--- config.mk ---
export PLATFORM = sky130hd
export DESIGN_NAME = mem_initiator_flat
export DESIGN_NICKNAME = d
export VERILOG_FILES = /design/src/rtl/mem_initiator_pkg.sv /design/src/rtl/mem_initiator_if.sv /design/src/rtl/mem_initiator.sv /design/src/flat_wrapper.sv
export SDC_FILE = /design/constraint.sdc
export NUM_CORES = 1
export LEC_CHECK = 0
export BUFFER_PORTS_ARGS = -buffer_cell sky130_fd_sc_hd__buf_4
export CAP_MARGIN = 40
export CORE_MARGIN = 1.5
export CORE_UTILIZATION = 50
export CTS_CLUSTER_SIZE = 28
export DETAILED_ROUTE_END_ITERATION = 10
export GPL_TIMING_DRIVEN = 0
export PLACE_DENSITY_LB_ADDON = 0.12
export RECOVER_POWER = 50
export REMOVE_ABC_BUFFERS = 1
export SLEW_MARGIN = 20
export SYNTH_ARGS = -nofsm -noshare
export SYNTH_HDL_FRONTEND = slang
export SYNTH_SLANG_ARGS = --single-unit
--- constraint.sdc ---
create_clock -name clk -period 2.45 [get_ports clk]
set_input_delay 0.245 -clock clk [delete_from_list [all_inputs] [get_ports clk]]
set_output_delay 0.245 -clock clk [all_outputs]
set_load 0.005 [all_outputs]
--- src/rtl/mem_initiator_pkg.sv ---
// Shared types and constants for the 6-entry x 8-bit register-file initiator.
package mem_initiator_pkg;

  typedef enum logic [1:0] {
    READ  = 2'b00,
    WRITE = 2'b01,
    CLEAR = 2'b10,
    RSVD  = 2'b11
  } op_e;

  typedef enum logic [2:0] {
    IDLE,
    ISSUE,
    ISSUE_RD,
    WAIT_RD,
    RESP
  } state_e;

  localparam int        MEM_DEPTH     = 6;
  localparam logic [7:0] MEM_RESET_VAL = 8'hFF;

  function automatic logic cmd_legal(input op_e op, input int addr, input int depth);
    return (op != RSVD) && (addr < depth);
  endfunction

endpackage

--- src/rtl/mem_initiator_if.sv ---
// Host request/response channel plus register-file memory bus for mem_initiator.
interface mem_initiator_if #(
  parameter int ADDR_W = 3,
  parameter int DATA_W = 8
);
  logic              req_valid;
  logic              req_ready;
  logic [1:0]        req_op;
  logic [ADDR_W-1:0] req_addr;
  logic [DATA_W-1:0] req_wdata;
  logic              resp_valid;
  logic              resp_ready;
  logic [DATA_W-1:0] resp_rdata;
  logic              resp_err;
  logic              mem_reset1;
  logic              mem_rd_wr1;
  logic [ADDR_W-1:0] mem_addr1;
  logic [DATA_W-1:0] mem_wr_data1;
  logic [DATA_W-1:0] mem_rd_data1;

  modport master (
    input  req_valid, req_op, req_addr, req_wdata, resp_ready, mem_rd_data1,
    output req_ready, resp_valid, resp_rdata, resp_err,
           mem_reset1, mem_rd_wr1, mem_addr1, mem_wr_data1
  );

  modport slave (
    output req_valid, req_op, req_addr, req_wdata, resp_ready, mem_rd_data1,
    input  req_ready, resp_valid, resp_rdata, resp_err,
           mem_reset1, mem_rd_wr1, mem_addr1, mem_wr_data1
  );
endinterface

--- src/rtl/mem_initiator.sv ---
// Single-outstanding-command initiator for the 6x8 register-file memory.
// Optional write read-back check: define MEM_INITIATOR_WRITE_VERIFY_EN.
module mem_initiator
  import mem_initiator_pkg::*;
#(
  parameter int ADDR_W = 3,
  parameter int DATA_W = 8,
  parameter int DEPTH  = MEM_DEPTH
) (
  input logic             clk,
  input logic             reset1,
  mem_initiator_if.master bus
);

  state_e            state;
  op_e               op_q;
  op_e               req_op;
  logic              req_ready_q;
  logic              resp_valid_q;
  logic              resp_err_q;
  logic [DATA_W-1:0] resp_rdata_q;
  logic              rd_wr_q;
  logic              clr_q;
  logic [ADDR_W-1:0] addr_q;
  logic [DATA_W-1:0] wdata_q;

  assign req_op = op_e'(bus.req_op);

  assign bus.req_ready    = req_ready_q;
  assign bus.resp_valid   = resp_valid_q;
  assign bus.resp_err     = resp_err_q;
  assign bus.resp_rdata   = resp_rdata_q;
  assign bus.mem_rd_wr1   = rd_wr_q;
  assign bus.mem_addr1    = addr_q;
  assign bus.mem_wr_data1 = wdata_q;
  // Unregistered reset term keeps the memory in reset for exactly as long as we are.
  assign bus.mem_reset1   = reset1 | clr_q;

  always_ff @(posedge clk) begin
    if (reset1) begin
      state        <= IDLE;
      op_q         <= READ;
      req_ready_q  <= 1'b1;
      resp_valid_q <= 1'b0;
      resp_err_q   <= 1'b0;
      resp_rdata_q <= '0;
      rd_wr_q      <= 1'b1;
      clr_q        <= 1'b0;
      addr_q       <= '0;
      wdata_q      <= '0;
    end else begin
      case (state)
        IDLE: begin
          if (bus.req_valid) begin
            op_q         <= req_op;
            req_ready_q  <= 1'b0;
            resp_rdata_q <= '0;
            if (cmd_legal(req_op, int'(bus.req_addr), DEPTH)) begin
              state      <= ISSUE;
              resp_err_q <= 1'b0;
              // Memory-side registers are loaded here so they are live during ISSUE.
              case (req_op)
                READ:  addr_q <= bus.req_addr;
                WRITE: begin
                  addr_q  <= bus.req_addr;
                  wdata_q <= bus.req_wdata;
                  rd_wr_q <= 1'b0;
                end
                default: clr_q <= 1'b1;
              endcase
            end else begin
              state        <= RESP;
              resp_err_q   <= 1'b1;
              resp_valid_q <= 1'b1;
            end
          end
        end

        ISSUE: begin
          rd_wr_q <= 1'b1;
          clr_q   <= 1'b0;
          case (op_q)
            READ: state <= WAIT_RD;
`ifdef MEM_INITIATOR_WRITE_VERIFY_EN
            WRITE: state <= ISSUE_RD;
`else
            WRITE: begin
              state        <= RESP;
              resp_valid_q <= 1'b1;
            end
`endif
            default: begin
              state        <= RESP;
              resp_valid_q <= 1'b1;
            end
          endcase
        end

        // Address is still held from the write, so the read-back needs no setup.
        ISSUE_RD: state <= WAIT_RD;

        WAIT_RD: begin
          resp_rdata_q <= bus.mem_rd_data1;
`ifdef MEM_INITIATOR_WRITE_VERIFY_EN
          if (op_q == WRITE) resp_err_q <= (bus.mem_rd_data1 != wdata_q);
`endif
          state        <= RESP;
          resp_valid_q <= 1'b1;
        end

        RESP: begin
          if (bus.resp_ready) begin
            resp_valid_q <= 1'b0;
            req_ready_q  <= 1'b1;
            state        <= IDLE;
          end
        end

        default: begin
          state        <= IDLE;
          req_ready_q  <= 1'b1;
          resp_valid_q <= 1'b0;
          rd_wr_q      <= 1'b1;
          clr_q        <= 1'b0;
        end
      endcase
    end
  end

endmodule
--- src/flat_wrapper.sv ---
// flat-port wrapper written by rule: the top's interface ports become plain ports
module mem_initiator_flat import mem_initiator_pkg::*;
#(
  parameter int ADDR_W = 3,
  parameter int DATA_W = 8,
  parameter int DEPTH  = MEM_DEPTH
)
  (clk, reset1, bus_req_valid, bus_req_op, bus_req_addr, bus_req_wdata, bus_resp_ready, bus_mem_rd_data1, bus_req_ready, bus_resp_valid, bus_resp_rdata, bus_resp_err, bus_mem_reset1, bus_mem_rd_wr1, bus_mem_addr1, bus_mem_wr_data1);
  mem_initiator_if #(.ADDR_W(ADDR_W), .DATA_W(DATA_W)) bus_i ();
  input logic clk;
  input logic reset1;
  input wire logic [$bits(bus_i.req_valid)-1:0] bus_req_valid;
  input wire logic [$bits(bus_i.req_op)-1:0] bus_req_op;
  input wire logic [$bits(bus_i.req_addr)-1:0] bus_req_addr;
  input wire logic [$bits(bus_i.req_wdata)-1:0] bus_req_wdata;
  input wire logic [$bits(bus_i.resp_ready)-1:0] bus_resp_ready;
  input wire logic [$bits(bus_i.mem_rd_data1)-1:0] bus_mem_rd_data1;
  output wire logic [$bits(bus_i.req_ready)-1:0] bus_req_ready;
  output wire logic [$bits(bus_i.resp_valid)-1:0] bus_resp_valid;
  output wire logic [$bits(bus_i.resp_rdata)-1:0] bus_resp_rdata;
  output wire logic [$bits(bus_i.resp_err)-1:0] bus_resp_err;
  output wire logic [$bits(bus_i.mem_reset1)-1:0] bus_mem_reset1;
  output wire logic [$bits(bus_i.mem_rd_wr1)-1:0] bus_mem_rd_wr1;
  output wire logic [$bits(bus_i.mem_addr1)-1:0] bus_mem_addr1;
  output wire logic [$bits(bus_i.mem_wr_data1)-1:0] bus_mem_wr_data1;
  assign bus_i.req_valid = bus_req_valid;
  assign bus_i.req_op = bus_req_op;
  assign bus_i.req_addr = bus_req_addr;
  assign bus_i.req_wdata = bus_req_wdata;
  assign bus_i.resp_ready = bus_resp_ready;
  assign bus_i.mem_rd_data1 = bus_mem_rd_data1;
  assign bus_req_ready = bus_i.req_ready;
  assign bus_resp_valid = bus_i.resp_valid;
  assign bus_resp_rdata = bus_i.resp_rdata;
  assign bus_resp_err = bus_i.resp_err;
  assign bus_mem_reset1 = bus_i.mem_reset1;
  assign bus_mem_rd_wr1 = bus_i.mem_rd_wr1;
  assign bus_mem_addr1 = bus_i.mem_addr1;
  assign bus_mem_wr_data1 = bus_i.mem_wr_data1;
  mem_initiator #(.ADDR_W(ADDR_W), .DATA_W(DATA_W), .DEPTH(DEPTH)) u_core (.clk(clk), .reset1(reset1), .bus(bus_i));
endmodule
# After elaboration in Yosys (flattened, before gate mapping)
# Index checks and enable logic that the tools add are counted.
# word_totals
ff_bits,29
inputBits,25
out_inout_bits,24
# op_classes
order_cmp,1
eq_ne,13
n_mux,24
bitwise,4
n_reduce_logical,17
# op_table
operator,count
case mux 8 bit (2 select lines),1
AND reduction 4 bit,4
case mux 3 bit (5 select lines),1
inequality test 2 bit (second input constant),7
two-way mux 1 bit,13
two-way mux 3 bit,4
two-way mux 8 bit,1
== test 3 x 2 -> 1 bit (second input constant),2
AND reduction 2 bit,3
OR reduction 3 bit,2
case mux 1 bit (5 select lines),1
AND reduction 5 bit,1
zero test 2 bit,2
case mux 1 bit (2 select lines),2
== test 3 x 1 -> 1 bit (second input constant),1
== test 3 bit (second input constant),1
zero test 3 bit,1
< comparator 3 bit (second input constant),1
inverter 1 bit,3
case mux 1 bit (3 select lines),1
AND reduction 3 bit,1
== test 2 x 1 -> 1 bit (second input constant),1
inequality test 2 x 1 -> 1 bit (second input constant),1
nonzero test 2 bit,1
3 further kinds,3

# Logic depth before layout (Yosys ltp)
# depth
ltp_word,6
mapped_depth,5
depth_no_buf,3

# Worst setup path before layout
# No wires, ideal clock.
# synth_timing
path_kind,register to register
startpoint,register u_core.state[1]
endpoint,register u_core.addr_q[1] (netlist: u_core.bus.mem_addr1[1])
setup_ns,0.079
t_arrival_ns,1.475
t_required_ns,2.371
slack_ns,0.896
path_stages_with_launch,5
n_path_buf,1
path_cell_list,dfxtp_1 -> buf_2 -> or4b_1 -> or3_1 -> a211oi_2
# synth_via
elab_chain_len,2
# synth_lines
element,line,text
from (decl),mem_initiator.sv:15,state_e state;
from (signal assigned),mem_initiator.sv:41,state <= IDLE;
from (signal assigned),mem_initiator.sv:59,state <= ISSUE;
from (signal assigned),mem_initiator.sv:72,state <= RESP;
zero test 3 bit,mem_initiator.sv:52,case (state)
AND reduction 4 bit (no source line),-,
to (signal assigned),mem_initiator.sv:63,READ: addr_q <= bus.req_addr;
to (signal assigned),mem_initiator.sv:65,addr_q <= bus.req_addr;
to (decl),mem_initiator.sv:24,logic [ADDR_W-1:0] addr_q;
# Every way passes these cells.
# A chain may end at the register's enable or synchronous reset.

# Final worst setup path
# layout_timing
startpoint,register u_core.state[2]
endpoint,register u_core.addr_q[1] (netlist: u_core.bus.mem_addr1[1])
# The elaborated chain is that of the path after synthesis.

==> metrics.md <==
| Metric | Value |
|---|---|
| FF+latch count, synth | 29 |
| First-pass iteration count of the detailed router | 4 |
| Final Hold Viols | 0 |
| Clock buffer count from CTS | 5 |
| Startpoint class of the critical path | flip-flop |
| CTS HTree Levels | 2 |
| Worst-path cell chain | or4b_1, or3_1, a211oi_2 |
| Via count | 1212 |
| Synth warn | 0 |
| Fraction of registers with async set or reset after synthesis | 0% |
| Final nets | 206 |
| Worst-Margin Slew | 0.8199 ns |
| Peak VDD IR | 0.0007890 V |
| Gr ovfl total | 0 |
| Min cycle time layout | 1.958 ns |
| Min-delay src | bus_mem_rd_data1[0] |
| Worst setup EP type | flip-flop |
| Status | finished clean |
| Crit path kind | reg -> reg |
| Vias in the first global route | 1113 |
| RSZ-0062 raised after global routing | false |
| CTS hold repair buffers | 0 |
| Xor/xnor cell area share of the yosys netlist | 0% |
| DRT Wirelength | 2962 µm |
| Number of I/O pins | 49 |
| Worst path slowest cell | or4b_1 |
| PortBufs | 48 |
| CP Data Arrival Time | 2.22 ns |
| Synthesized area per cell | 9.080 µm² |
| CP Max Fanout | 13 |
| Final Wtd Congestion | 0.7930 |
| Final Cycle Share | 79.92% |
| Post-synth EDFFs | 0 |
| Critical Path RT | 2.71 ns |
| Synth Instances | 136 |
| Synth Area in Compound Gates | 28.27% |
| DRT iter0 DRCs | 18 |
| Largest family of logic cells by synthesized area | compound AO/OA/AOI/OAI gates |
| Largest net degree at the start of global routing | 20 |
| Post-synthesis sequential area ratio | 47.01% |
| HP Class | in -> reg |
| Mux share of post-synthesis cell area | 0% |
| # resized after CTS | 0 |
| Die H | 52.70 µm |
| Worst Setup SP | u_core.state[2]$_SDFFE_PP0P_ |
| Clock transition at path regs | 0.09 ns |
| Post-synth cell types | 36 |
| Max Clk Rate | 510.7 MHz |
| Max incr delay on CP | 0.79 ns |
| Max Buffers Root-to-Sink | 2 |
| Number of max-cap violations | 0 |
| Leakage power | 0.6772 nW |
| Vias/cell | 5.771 |
| Synthesized area | 1235 µm² |
| Post-route ant nets | 0 |
| Simple-gate portion of the synthesized area | 19.96% |
| Hold slack | 0.1092 ns |
| HPWL Detailed | 2110 µm |
| Rel. slew slack | 44.92% |
| Share of layout cells above drive strength 1 | 32.97% |
| Clock sink count | 29 |
| First-pass GRT wire length | 4878 µm |
| DR WL/cell | 14.10 µm |
| Worst Skew | 0.001981 ns |
| # Post-CTS Setup Buffers | 0 |
| R2R Path Start | u_core.state[2]$_SDFFE_PP0P_ |
| CORE AREA | 2276 µm² |
| Worst-Skew Late Latency | 0.33 ns |
| Top delay family on crit path | simple AND/OR/NAND/NOR gates |
| Root Buffer | clkbuf_4 |
| Fin. max-slew vios | 0 |
| DRC Markers | 0 |
| CP Buf/Inv Count | 0 |
| GRT Util Overall | 24.60% |
| Die ar. | 2777 µm² |
| Final setup vio count | 0 |
| Initial antenna violation count | 0 |
| Layout area overhead | 33.03% |
| Initial Utilization | 54.26% |
| Cell Pwr Density | 787.7 nW/µm² |
| CTS tree | built |
| FP Rows | 17 |
| Synth Flop Type | dfxtp_1 |
| Die width | 52.70 µm |
| Antenna cells | 0 |
| Post-Synth Adder-Cell Area | 0% |
| Fin Setup TNS | 0 ns |
## per-layer routing
layer  GRT usage, %  part of all wire (%)  vias up
met5              0                     0        -
met2          38.13                    47       39
met4          11.11                   1.4        0
li1               -                     -      603
met1          29.23                    45      564
met3          10.57                   6.7        6
## cell usage in the layout (no fill, tap or decap), drive strengths merged, types with 2 or more instances in the layout
| master | synthesis | routed |
|---|---|---|
| o31ai | 9 | 9 |
| clkbuf | 8 | 30 |
| clkinv | 0 | 2 |
| o2bb2ai | 8 | 8 |
| a211oi | 4 | 4 |
| and2 | 2 | 2 |
| a21oi | 13 | 13 |
| or4b | 2 | 2 |
| nand2 | 15 | 15 |
| o21ai | 3 | 3 |
| nor3 | 2 | 2 |
| buf | 3 | 25 |
| nand4 | 8 | 8 |
| nor2 | 5 | 5 |
| nor2b | 3 | 3 |
| nand4b | 2 | 2 |
| dfxtp | 29 | 29 |
| inv | 4 | 4 |
## Yosys cell counts, types with 2 or more instances
cell type,count,area share [%]
a211oi_1,3,1.8
a21oi_1,13,5.3
and2_1,2,1.0
buf_2,2,0.81
clkbuf_1,8,2.4
dfxtp_1,29,47
inv_1,4,1.2
nand2_1,15,4.6
nand4_1,8,4.1
nand4b_1,2,1.4
nor2_1,5,1.5
nor2b_1,3,1.5
nor3_1,2,0.81
o21ai_0,2,0.81
o2bb2ai_1,8,5.7
o31ai_1,9,5.5
or4b_1,2,1.6
## through the flow
step	power [W]	cells	util, %	setup slack, ns	cell area, µm²
6_report	0.001294	210	72.18	0.4919	1643
5_1_grt	0.001377	210	72.18	0.3862	1643
4_1_cts	0.001295	210	72.18	0.5057	1643
3_5_place_dp	0.001021	202	69.93	0.5349	1592
3_3_place_gp	0.001001	201	69.71	0.5617	1587
2_1_floorplan	0.0008489	125	-	0.7082	1191
## state kept, by name, summed over array words and instances, names as in the netlist, 2 cells and up
| register | cells |
|---|---|
| u_core.bus.mem_addr1 | 3 |
| u_core.bus.mem_wr_data1 | 8 |
| u_core.bus.resp_rdata | 8 |
| u_core.op_q | 2 |
| u_core.state | 3 |
## cell families (layout without fill, tap and decap cells)
group / Yosys count / in the layout
AO/OA/AOI/OAI: 48 / 48
buffers and inverters: 15 / 61
flip-flops: 29 / 29
AND/OR/NAND/NOR: 44 / 44
## final timing paths
check	endpoint	slack, ns	depth (start not counted)
max	u_core.bus.mem_addr1[1]$_SDFFE_PP0P_	0.49	3
min reg2reg	u_core.bus.resp_rdata[0]$_SDFFE_PP0P_	0.46	2
min	u_core.bus.resp_rdata[0]$_SDFFE_PP0P_	0.11	2
max reg2reg	u_core.bus.mem_addr1[1]$_SDFFE_PP0P_	0.49	3
## where the power goes
group | internal [W] | switching [W]
Clock | 0.000109 | 0.000172
Sequential | 0.000537 | 0.0000732
Combinational | 0.000178 | 0.000225
## layout make-up
type / instances / area [µm²]
sequential: 29 / 580.6
multi-input combinational: 92 / 595.6
inverter: 4 / 15.01
clock buffer: 6 / 41.29
timing repair buffer: 49 / 365.4
tap: 28 / 35.03
clock inverter: 2 / 10.01
fill: 178 / 633.1
No activity file was read; power rests on OpenSTA's default activity.
